**config.mk**
```make
export PLATFORM = sky130hd
export DESIGN_NAME = alu_operand_stage
export DESIGN_NICKNAME = d
export VERILOG_FILES = /design/src/rtl/riscv_pkg.sv /design/src/rtl/operand_fwd_mux.sv /design/src/rtl/alu_operand_stage.sv
export SDC_FILE = /design/constraint.sdc
export NUM_CORES = 1
export LEC_CHECK = 0
export ABC_CLOCK_PERIOD_IN_PS = 2300
export CAP_MARGIN = 20
export CORE_UTILIZATION = 36
export CTS_BUF_LIST = sky130_fd_sc_hd__clkbuf_8
export CTS_CLUSTER_SIZE = 28
export DETAILED_ROUTE_END_ITERATION = 8
export HOLD_SLACK_MARGIN = 0.1
export MAX_ROUTING_LAYER = met4
export PLACE_DENSITY = 0.67
export SYNTH_ARGS = -nofsm -noshare
export SYNTH_HDL_FRONTEND = slang
export SYNTH_HIERARCHICAL = 1
export SYNTH_SLANG_ARGS = --single-unit
```
**constraint.sdc**
```tcl
create_clock -name clk -period 2.3 [get_ports clk]
set_input_delay 0.69 -clock clk [delete_from_list [all_inputs] [get_ports clk]]
set_output_delay 0.69 -clock clk [all_outputs]
set_load 0.03 [all_outputs]
```
**src/rtl/riscv_pkg.sv**
```systemverilog
// Shared types and constants for the ID/EX operand stage.
package riscv_pkg;

  localparam int unsigned XLEN = 32;
  localparam int unsigned REGW = 5;
  localparam int unsigned ALUW = 3;

  localparam logic [ALUW-1:0] ALU_AND = 3'b000;
  localparam logic [ALUW-1:0] ALU_OR  = 3'b001;
  localparam logic [ALUW-1:0] ALU_ADD = 3'b010;
  localparam logic [ALUW-1:0] ALU_SUB = 3'b110;
  localparam logic [ALUW-1:0] ALU_SLT = 3'b111;

  typedef enum logic [1:0] {
    EMPTY = 2'd0,
    ONE   = 2'd1,
    TWO   = 2'd2
  } buf_state_t;

  typedef struct packed {
    logic [XLEN-1:0] srca;
    logic [XLEN-1:0] srcb;
    logic [ALUW-1:0] alucontrol;
    logic [REGW-1:0] rd;
    logic            regwrite;
  } op_entry_t;

endpackage

```
**src/rtl/operand_fwd_mux.sv**
```systemverilog
// Per-operand source select: x0 forces zero, optional MEM/WB bypass over regfile data.
// Bypass logic is compiled in only when ALU_OPERAND_FWD_EN is defined.
module operand_fwd_mux #(
  parameter int unsigned XLEN = 32,
  parameter int unsigned REGW = 5
) (
  input  logic [REGW-1:0] rs,
  input  logic [XLEN-1:0] rf_data,
  input  logic            fwd_mem_valid,
  input  logic [REGW-1:0] fwd_mem_rd,
  input  logic [XLEN-1:0] fwd_mem_data,
  input  logic            fwd_wb_valid,
  input  logic [REGW-1:0] fwd_wb_rd,
  input  logic [XLEN-1:0] fwd_wb_data,
  output logic [XLEN-1:0] val_c
);

`ifndef ALU_OPERAND_FWD_EN
  // Bypass inputs exist for a uniform interface but do not affect the operand.
  logic unused_fwd;
  assign unused_fwd = ^{fwd_mem_valid, fwd_mem_rd, fwd_mem_data,
                        fwd_wb_valid, fwd_wb_rd, fwd_wb_data};
`endif

  // Select operand value; the youngest producer (MEM) wins, x0 always reads zero.
  always_comb begin
    val_c = rf_data;
`ifdef ALU_OPERAND_FWD_EN
    if (fwd_mem_valid && (fwd_mem_rd == rs)) begin
      val_c = fwd_mem_data;
    end else if (fwd_wb_valid && (fwd_wb_rd == rs)) begin
      val_c = fwd_wb_data;
    end
`endif
    if (rs == '0) begin
      val_c = '0;
    end
  end

endmodule

```
**src/rtl/alu_operand_stage.sv**
```systemverilog
// ID/EX operand stage: resolves ALU operands at accept time and holds them in a
// 2-entry skid buffer (head register drives the ALU, skid catches one extra op).
// Optional operand bypass: define ALU_OPERAND_FWD_EN.
module alu_operand_stage
  import riscv_pkg::*;
(
  input  logic            clk,
  input  logic            reset_n,
  input  logic            flush,
  input  logic            in_valid,
  output logic            in_ready,
  input  logic [REGW-1:0] in_rs1,
  input  logic [REGW-1:0] in_rs2,
  input  logic [XLEN-1:0] in_rd1,
  input  logic [XLEN-1:0] in_rd2,
  input  logic [XLEN-1:0] in_imm,
  input  logic            in_alusrc,
  input  logic [ALUW-1:0] in_alucontrol,
  input  logic [REGW-1:0] in_rd,
  input  logic            in_regwrite,
  input  logic            fwd_mem_valid,
  input  logic [REGW-1:0] fwd_mem_rd,
  input  logic [XLEN-1:0] fwd_mem_data,
  input  logic            fwd_wb_valid,
  input  logic [REGW-1:0] fwd_wb_rd,
  input  logic [XLEN-1:0] fwd_wb_data,
  output logic            out_valid,
  input  logic            out_ready,
  output logic [XLEN-1:0] srca,
  output logic [XLEN-1:0] srcb,
  output logic [ALUW-1:0] alucontrol,
  output logic [REGW-1:0] out_rd,
  output logic            out_regwrite
);

  logic [XLEN-1:0] rs1_val_c;
  logic [XLEN-1:0] rs2_val_c;
  op_entry_t       new_entry_c;
  op_entry_t       head_q, head_d;
  op_entry_t       skid_q, skid_d;
  buf_state_t      state_q, state_d;
  logic            out_valid_q;
  logic            in_ready_q;
  logic            acc_c;
  logic            emit_c;

  operand_fwd_mux #(.XLEN(XLEN), .REGW(REGW)) u_mux_rs1 (
    .rs            (in_rs1),
    .rf_data       (in_rd1),
    .fwd_mem_valid (fwd_mem_valid),
    .fwd_mem_rd    (fwd_mem_rd),
    .fwd_mem_data  (fwd_mem_data),
    .fwd_wb_valid  (fwd_wb_valid),
    .fwd_wb_rd     (fwd_wb_rd),
    .fwd_wb_data   (fwd_wb_data),
    .val_c         (rs1_val_c)
  );

  operand_fwd_mux #(.XLEN(XLEN), .REGW(REGW)) u_mux_rs2 (
    .rs            (in_rs2),
    .rf_data       (in_rd2),
    .fwd_mem_valid (fwd_mem_valid),
    .fwd_mem_rd    (fwd_mem_rd),
    .fwd_mem_data  (fwd_mem_data),
    .fwd_wb_valid  (fwd_wb_valid),
    .fwd_wb_rd     (fwd_wb_rd),
    .fwd_wb_data   (fwd_wb_data),
    .val_c         (rs2_val_c)
  );

  assign acc_c  = in_valid & in_ready_q;
  assign emit_c = out_valid_q & out_ready;

  // Build the entry captured on accept; immediate overrides rs2 for srcb.
  always_comb begin
    new_entry_c            = '0;
    new_entry_c.srca       = rs1_val_c;
    new_entry_c.srcb       = in_alusrc ? in_imm : rs2_val_c;
    new_entry_c.alucontrol = in_alucontrol;
    new_entry_c.rd         = in_rd;
    new_entry_c.regwrite   = in_regwrite;
  end

  // Buffer occupancy FSM and entry movement; flush overrides everything.
  always_comb begin
    state_d = state_q;
    head_d  = head_q;
    skid_d  = skid_q;
    case (state_q)
      EMPTY: begin
        if (acc_c) begin
          state_d = ONE;
          head_d  = new_entry_c;
        end
      end
      ONE: begin
        if (acc_c && emit_c) begin
          head_d = new_entry_c;
        end else if (acc_c) begin
          state_d = TWO;
          skid_d  = new_entry_c;
        end else if (emit_c) begin
          state_d = EMPTY;
        end
      end
      TWO: begin
        if (emit_c) begin
          state_d = ONE;
          head_d  = skid_q;
        end
      end
      default: begin
        state_d = EMPTY;
      end
    endcase
    if (flush) begin
      state_d = EMPTY;
    end
  end

  // State, entries and handshake flags; handshakes are precomputed from next state.
  always_ff @(posedge clk or negedge reset_n) begin
    if (!reset_n) begin
      state_q     <= EMPTY;
      head_q      <= '0;
      skid_q      <= '0;
      out_valid_q <= 1'b0;
      in_ready_q  <= 1'b0;
    end else begin
      state_q     <= state_d;
      head_q      <= head_d;
      skid_q      <= skid_d;
      out_valid_q <= (state_d != EMPTY);
      in_ready_q  <= (state_d != TWO);
    end
  end

  assign in_ready     = in_ready_q;
  assign out_valid    = out_valid_q;
  assign srca         = head_q.srca;
  assign srcb         = head_q.srcb;
  assign alucontrol   = head_q.alucontrol;
  assign out_rd       = head_q.rd;
  assign out_regwrite = head_q.regwrite;

endmodule

```
**Word-level counts from Yosys, hierarchy flattened**

Index checks and enable logic that the tools add are counted.

- Register bits after elaboration: 150
- Logic and storage cells: 44

- Equality and inequality tests: 6
- Muxes and demuxes: 14
- Bitwise gates (word level): 3
- Reduce and logical (&&, ||, !) cells: 8

Operators with widths:

| kind | number |
|---|---|
| 73-bit two-way mux | 3 |
| 73-bit one-hot mux with 3 select lines | 1 |
| 32-bit two-way mux | 3 |
| 2-bit two-way mux | 6 |
| 5-bit zero test | 2 |
| 2-bit inequality test (second input constant) | 4 |
| 2-bit one-hot mux with 3 select lines | 1 |
| 4-bit AND reduction | 1 |
| 3-bit AND reduction | 1 |
| 3-bit nonzero test | 1 |
| 1-bit AND | 2 |
| 2-bit by 1-bit equality test with 1-bit output (second input constant) | 1 |
| 2-bit equality test (second input constant) | 1 |
| 2-bit zero test | 1 |
| 2-bit nonzero test | 1 |
| 1-bit logical AND | 1 |
| 1-bit inverter | 1 |

**Longest topological paths before layout**

- Depth after elaboration: 7
- Gate-level depth with buffers: 6
- Gate-level depth less buffers: 5

**Modules after synthesis**

Netlist, hierarchy kept.

Modules (own cells, without submodules):

| module | times used | cells an instance | area each (um^2) | seq. area each (um^2) |
|---|---|---|---|---|
| alu_operand_stage | 1 | 445 | 6890.4 | 3753.6 |
| operand_fwd_mux | 2 | 40 | 321.6 | 0.0 |

**Worst setup path before layout**

No wires, ideal clock.

- Kind: input port to flip-flop
- From: input in_rs2[0]
- To: register head_q (netlist bit srcb[1])
- Arrival: 2.073 ns
- Required time: 2.175 ns
- Setup slack: 0.102 ns
- Stages on the path: 6
- Buffers on the path: 1
- Cells stage by stage: nor4_4 > buf_6 > a21boi_1 > mux2_2 > mux2_2 > mux2_2

- Longest elaborated chain between the ends: 5
- Elaborated cells on any way between the ends: 6
- Those cells by class: mux (5); reduce/logical (1)

RTL lines:

| item | line | RTL |
|---|---|---|
| start: declaration | alu_operand_stage.sv:13 | `input logic [REGW-1:0] in_rs2,` |
| 5-bit zero test (*) | operand_fwd_mux.sv:35 | `if (rs == '0) begin` |
| 32-bit two-way mux (*) | operand_fwd_mux.sv:35 |  |
| named net rs2_val_c[1] | alu_operand_stage.sv:37 | `logic [XLEN-1:0] rs2_val_c;` |
| 32-bit two-way mux (*) | alu_operand_stage.sv:78 | `new_entry_c.srcb = in_alusrc ? in_imm : rs2_val_c;` |
| 73-bit two-way mux (on tied branches) | alu_operand_stage.sv:97, alu_operand_stage.sv:91 |  |
| 73-bit one-hot mux with 3 select lines (*) | alu_operand_stage.sv:89 | `case (state_q)` |
| end signal: assignment | alu_operand_stage.sv:125 | `head_q <= '0;` |
| end signal: assignment | alu_operand_stage.sv:131 | `head_q <= head_d;` |
| end: declaration | alu_operand_stage.sv:39 | `op_entry_t head_q, head_d;` |

The timed path passes the listed nets; every way through them passes the cells marked *. The select of a mux whose other input is x is not followed.
A chain may end at the register's enable or synchronous reset.

**Final worst setup path**

- From: register in_ready_q (netlist: in_ready)
- To: output in_ready

RTL lines:

| item | line | RTL |
|---|---|---|
| start: declaration | alu_operand_stage.sv:43 | `logic in_ready_q;` |
| start signal: assignment | alu_operand_stage.sv:134 | `in_ready_q <= (state_d != TWO);` |
| end: declaration | alu_operand_stage.sv:11 | `output logic in_ready,` |

No word-level cell between the ends.

==> results.py <==
metrics = {
    "global_route": {
        "grt_use_met3_pct": 4.09,
        "first_global_vias": 5670,
        "grt_first_pass_wirelength_um": 28700,
        "busiest_layer": "met2",
        "grt_overflow": 0,
        "grt_use_met2_pct": 29.2,
        "grt_util_met1_pct": 20.5,
        "grt_usage_pct": 17.4,
        "antenna_found_initial": 0,
        "grt_max_degree": 51,
    },
    "clock_tree": {
        "cts_tree": "built",
        "clock_latency_ns": 0.44,
        "h-tree-depth": 4,
        "clkTransAtPathRegs_ns": 0.08,
        "cts_buffers": 17,
        "cts_root_buf": "clkbuf_8",
        "postCtsHoldBufs": 0,
        "clkSinkCount": 150,
        "cts_buffer_depth": 2,
    },
    "power": {
        "power_frac_comb_pct": 35.6,
        "power.total_mw": 10.1,
        "p_switching_mw": 3.17,
        "p_leak_nw": 4.31,
        "sw_frac_of_total_pct": 31.3,
        "power_density_nw_per_um2": 972,
        "power_frac_clock_pct": 23.8,
        "ir_worst_vdd_v": 0.000466,
        "p_seq_share_pct": 40.7,
        "intPower_mw": 6.95,
    },
    "die": {
        "initial_core_util_pct": 37.0,
        "fp.dieW_um": 147,
        "die-area_um2": 21500,
        "io_pins": 272,
        "core-area_um2": 20400,
        "die_h_um": 147,
        "rows": 52,
    },
    "sta": {
        "hold_viol": 0,
        "final_max_slew_viol_count": 0,
        "relSlewSlack_pct": 73.4,
        "tightest_slew_ns": 0.399,
        "setup_violations": 0,
        "fin_skew_ns": 0.00834,
        "min_period_over_period_pct": 97.0,
        "rsz0062_at_grt": "no",
        "fmax_mhz": 448,
        "period_minus_slack_ns": 2.23,
    },
    "critical_path": {
        "crit_family": "buffers and inverters",
        "critPathBufInv": 1,
        "rr_startpoint": "state_q[1]",
        "rr_endpoint": "srca[30]",
        "endpoint": "in_ready",
        "critPathCaptureType": "output pin",
        "required_ns": 1.61,
        "max_stage_delay_ns": 0.71,
        "crit_slowest_cell": "clkdlybuf4s50_1",
        "cp-startpoint": "in_ready",
        "r2r_cells": 4,
        "cp_cell_sequence": "clkdlybuf4s50_1",
        "path_depth": 1,
        "criticalPathCategory": "flip-flop to output pin",
        "critical_path_arrival_ns": 1.54,
        "path_max_fanout": 4,
        "start_kind": "flip-flop",
        "r2r_slack_ns": 0.44,
    },
    "synthesis": {
        "ys_types": 26,
        "synth_area_leaders": "dfrtp_1, mux2_2, a21boi_1",
        "ys_async_sr_fraction_pct": 100,
        "yosys.area.top_type_share_pct": 49.8,
        "synth_edf_count": 0,
        "ys_ff_latch": 150,
        "synth_nets": 722,
        "yosys.area.top_type": "dfrtp_1",
        "synth_warnings": 6,
        "synth_ff_type": "dfrtp_1",
        "synth_cells": 525,
        "syn_avg_cell_area_um2": 14.3,
        "netlist_area_um2": 7530,
        "ys_seq_area_share_pct": 49.8,
    },
    "finish": {
        "fin_area_um2": 10400,
        "drive_gt1_share_pct": 41.8,
        "final_nets": 925,
        "syn_to_final_growth_pct": 38.2,
        "antennaDiodeCount": 0,
    },
    "routing": {
        "drc_errors": 0,
        "wire_per_inst_um": 17.5,
        "vias": 4987,
        "ant_nets": 0,
        "drt_pre_antenna_iters": 4,
        "finalWirelength_um": 17700,
        "vias_per_cell": 4.93,
        "drtIter0Drc": 111,
    },
    "placed_design": {
        "portBuffers": 195,
        "hpwl_um": 12100,
        "dpl_cell_area_um2": 9880,
        "place.gp.congestion": 0.793,
    },
    "job": {
        "cap_violations": 0,
    },
    "run_status": {
        "outcome": "finished clean",
    },
    "min_path": {
        "hold_path_class": "primary input to asynchronous set/reset pin",
    },
}
[kinds of logic (layout without fill, tap and decap cells)]
group	count (synthesis)	after routing	share of synthesized area [%]
AOI/OAI and AO/OA	71	71	7.67
buffers and inverters	40	256	3.59
DFF	150	150	49.8
muxes	251	251	37.5
and+or+nand+nor	13	13	1.40
[area by class of cell]
| type | count | area [um2] |
|---|---|---|
| Fill cell | 1754 | 9950 |
| Sequential cell | 150 | 3750 |
| Multi-Input combinational cell | 335 | 3530 |
| Timing Repair Buffer | 222 | 2300 |
| Tap cell | 270 | 338 |
| Clock buffer | 18 | 248 |
| Clock inverter | 14 | 231 |
| Inverter | 2 | 7.51 |
[metal layers]
metal  share of wire, %  vias up
met2                 49      157
met3                5.7       17
li1                   -     2321
met1                 44     2492
met4                1.1        0
met5                  0        -
[cell usage after synthesis (all sizes together) (2+ instances only)]
master  number
mux2       251
buf         37
nand2        4
a21boi      65
inv          2
nor4         2
dfrtp      150
[power by group through the flow]
stage / Sequential, mW / Clock (mW) / Combinational (mW)
final: 4.12 / 2.40 / 3.60
after global routing: 4.25 / 2.59 / 3.81
after detailed placement: 4.17 / 0 / 3.63
after CTS: 4.12 / 2.48 / 3.65
after floorplan: 4.85 / 0 / 1.39
after global placement: 4.08 / 0 / 3.55
[metrics by stage]
| stage | setup TNS [ns] | utilization [%] | cells | setup slack (ns) | hold WS [ns] |
|---|---|---|---|---|---|
| after global routing | 0 | 51.1 | 1011 | 0.0151 | 0.159 |
| after global placement | -25.81 | 48.5 | 975 | -0.479 | 0.470 |
| after CTS | 0 | 50.9 | 1007 | 0.0185 | 0.138 |
| after detailed placement | -28.53 | 48.5 | 975 | -0.513 | 0.478 |
| final | 0 | 51.1 | 1011 | 0.0697 | 0.158 |
| after floorplan | 0 | - | 525 | 0.102 | 0.394 |
[cells in the final DEF, fill, tap and decap left out, types with 2 or more instances in the layout]
master and n:
mux2_2 237, clkdlybuf4s50_1 188, dfrtp_1 150, a21boi_1 54, clkbuf_8 18, buf_4 14, mux2_1 12, buf_12 10
a21boi_2 7, bufinv_16 6, dlymetal6s2s_1 5, inv_1 4, a21boi_0 4, nand2_1 3, buf_6 3, mux2_4 2
clkinv_2 2, clkinv_4 2, nor4_4 2
[sequential cells by signal, summed over array words and instances, names as in the netlist, 2 cells and up]
name	count
alucontrol	3
out_rd	5
skid_q	73
srca	32
srcb	32
state_q	2
[timing repair]
item / in CTS / in global routing
gates cloned: 0 / 2
pin swaps: 1 / 1
resized for setup: 3 / 9
setup buffers: 0 / 2
endpoints found under the hold margin: 0 / 0
setup endpoints to repair: 4 / 25
[worst min-delay path by stage]
| stage | startpoint | endpoint | slack [ns] | cells after the start |
|---|---|---|---|---|
| 3_5_place_dp | srca[10] | srca[10] | 0.48 | 1 |
| 4_1_cts | reset_n | skid_q[34] | 0.14 | 1 |
| 3_3_place_gp | out_rd[3] | out_rd[3] | 0.47 | 1 |
| 2_1_floorplan | reset_n | alucontrol[0] | 0.39 | 0 |
| 5_1_grt | reset_n | skid_q[31] | 0.16 | 1 |
| 6_report | reset_n | skid_q[31] | 0.16 | 1 |
(Power assumes the default switching activity.)
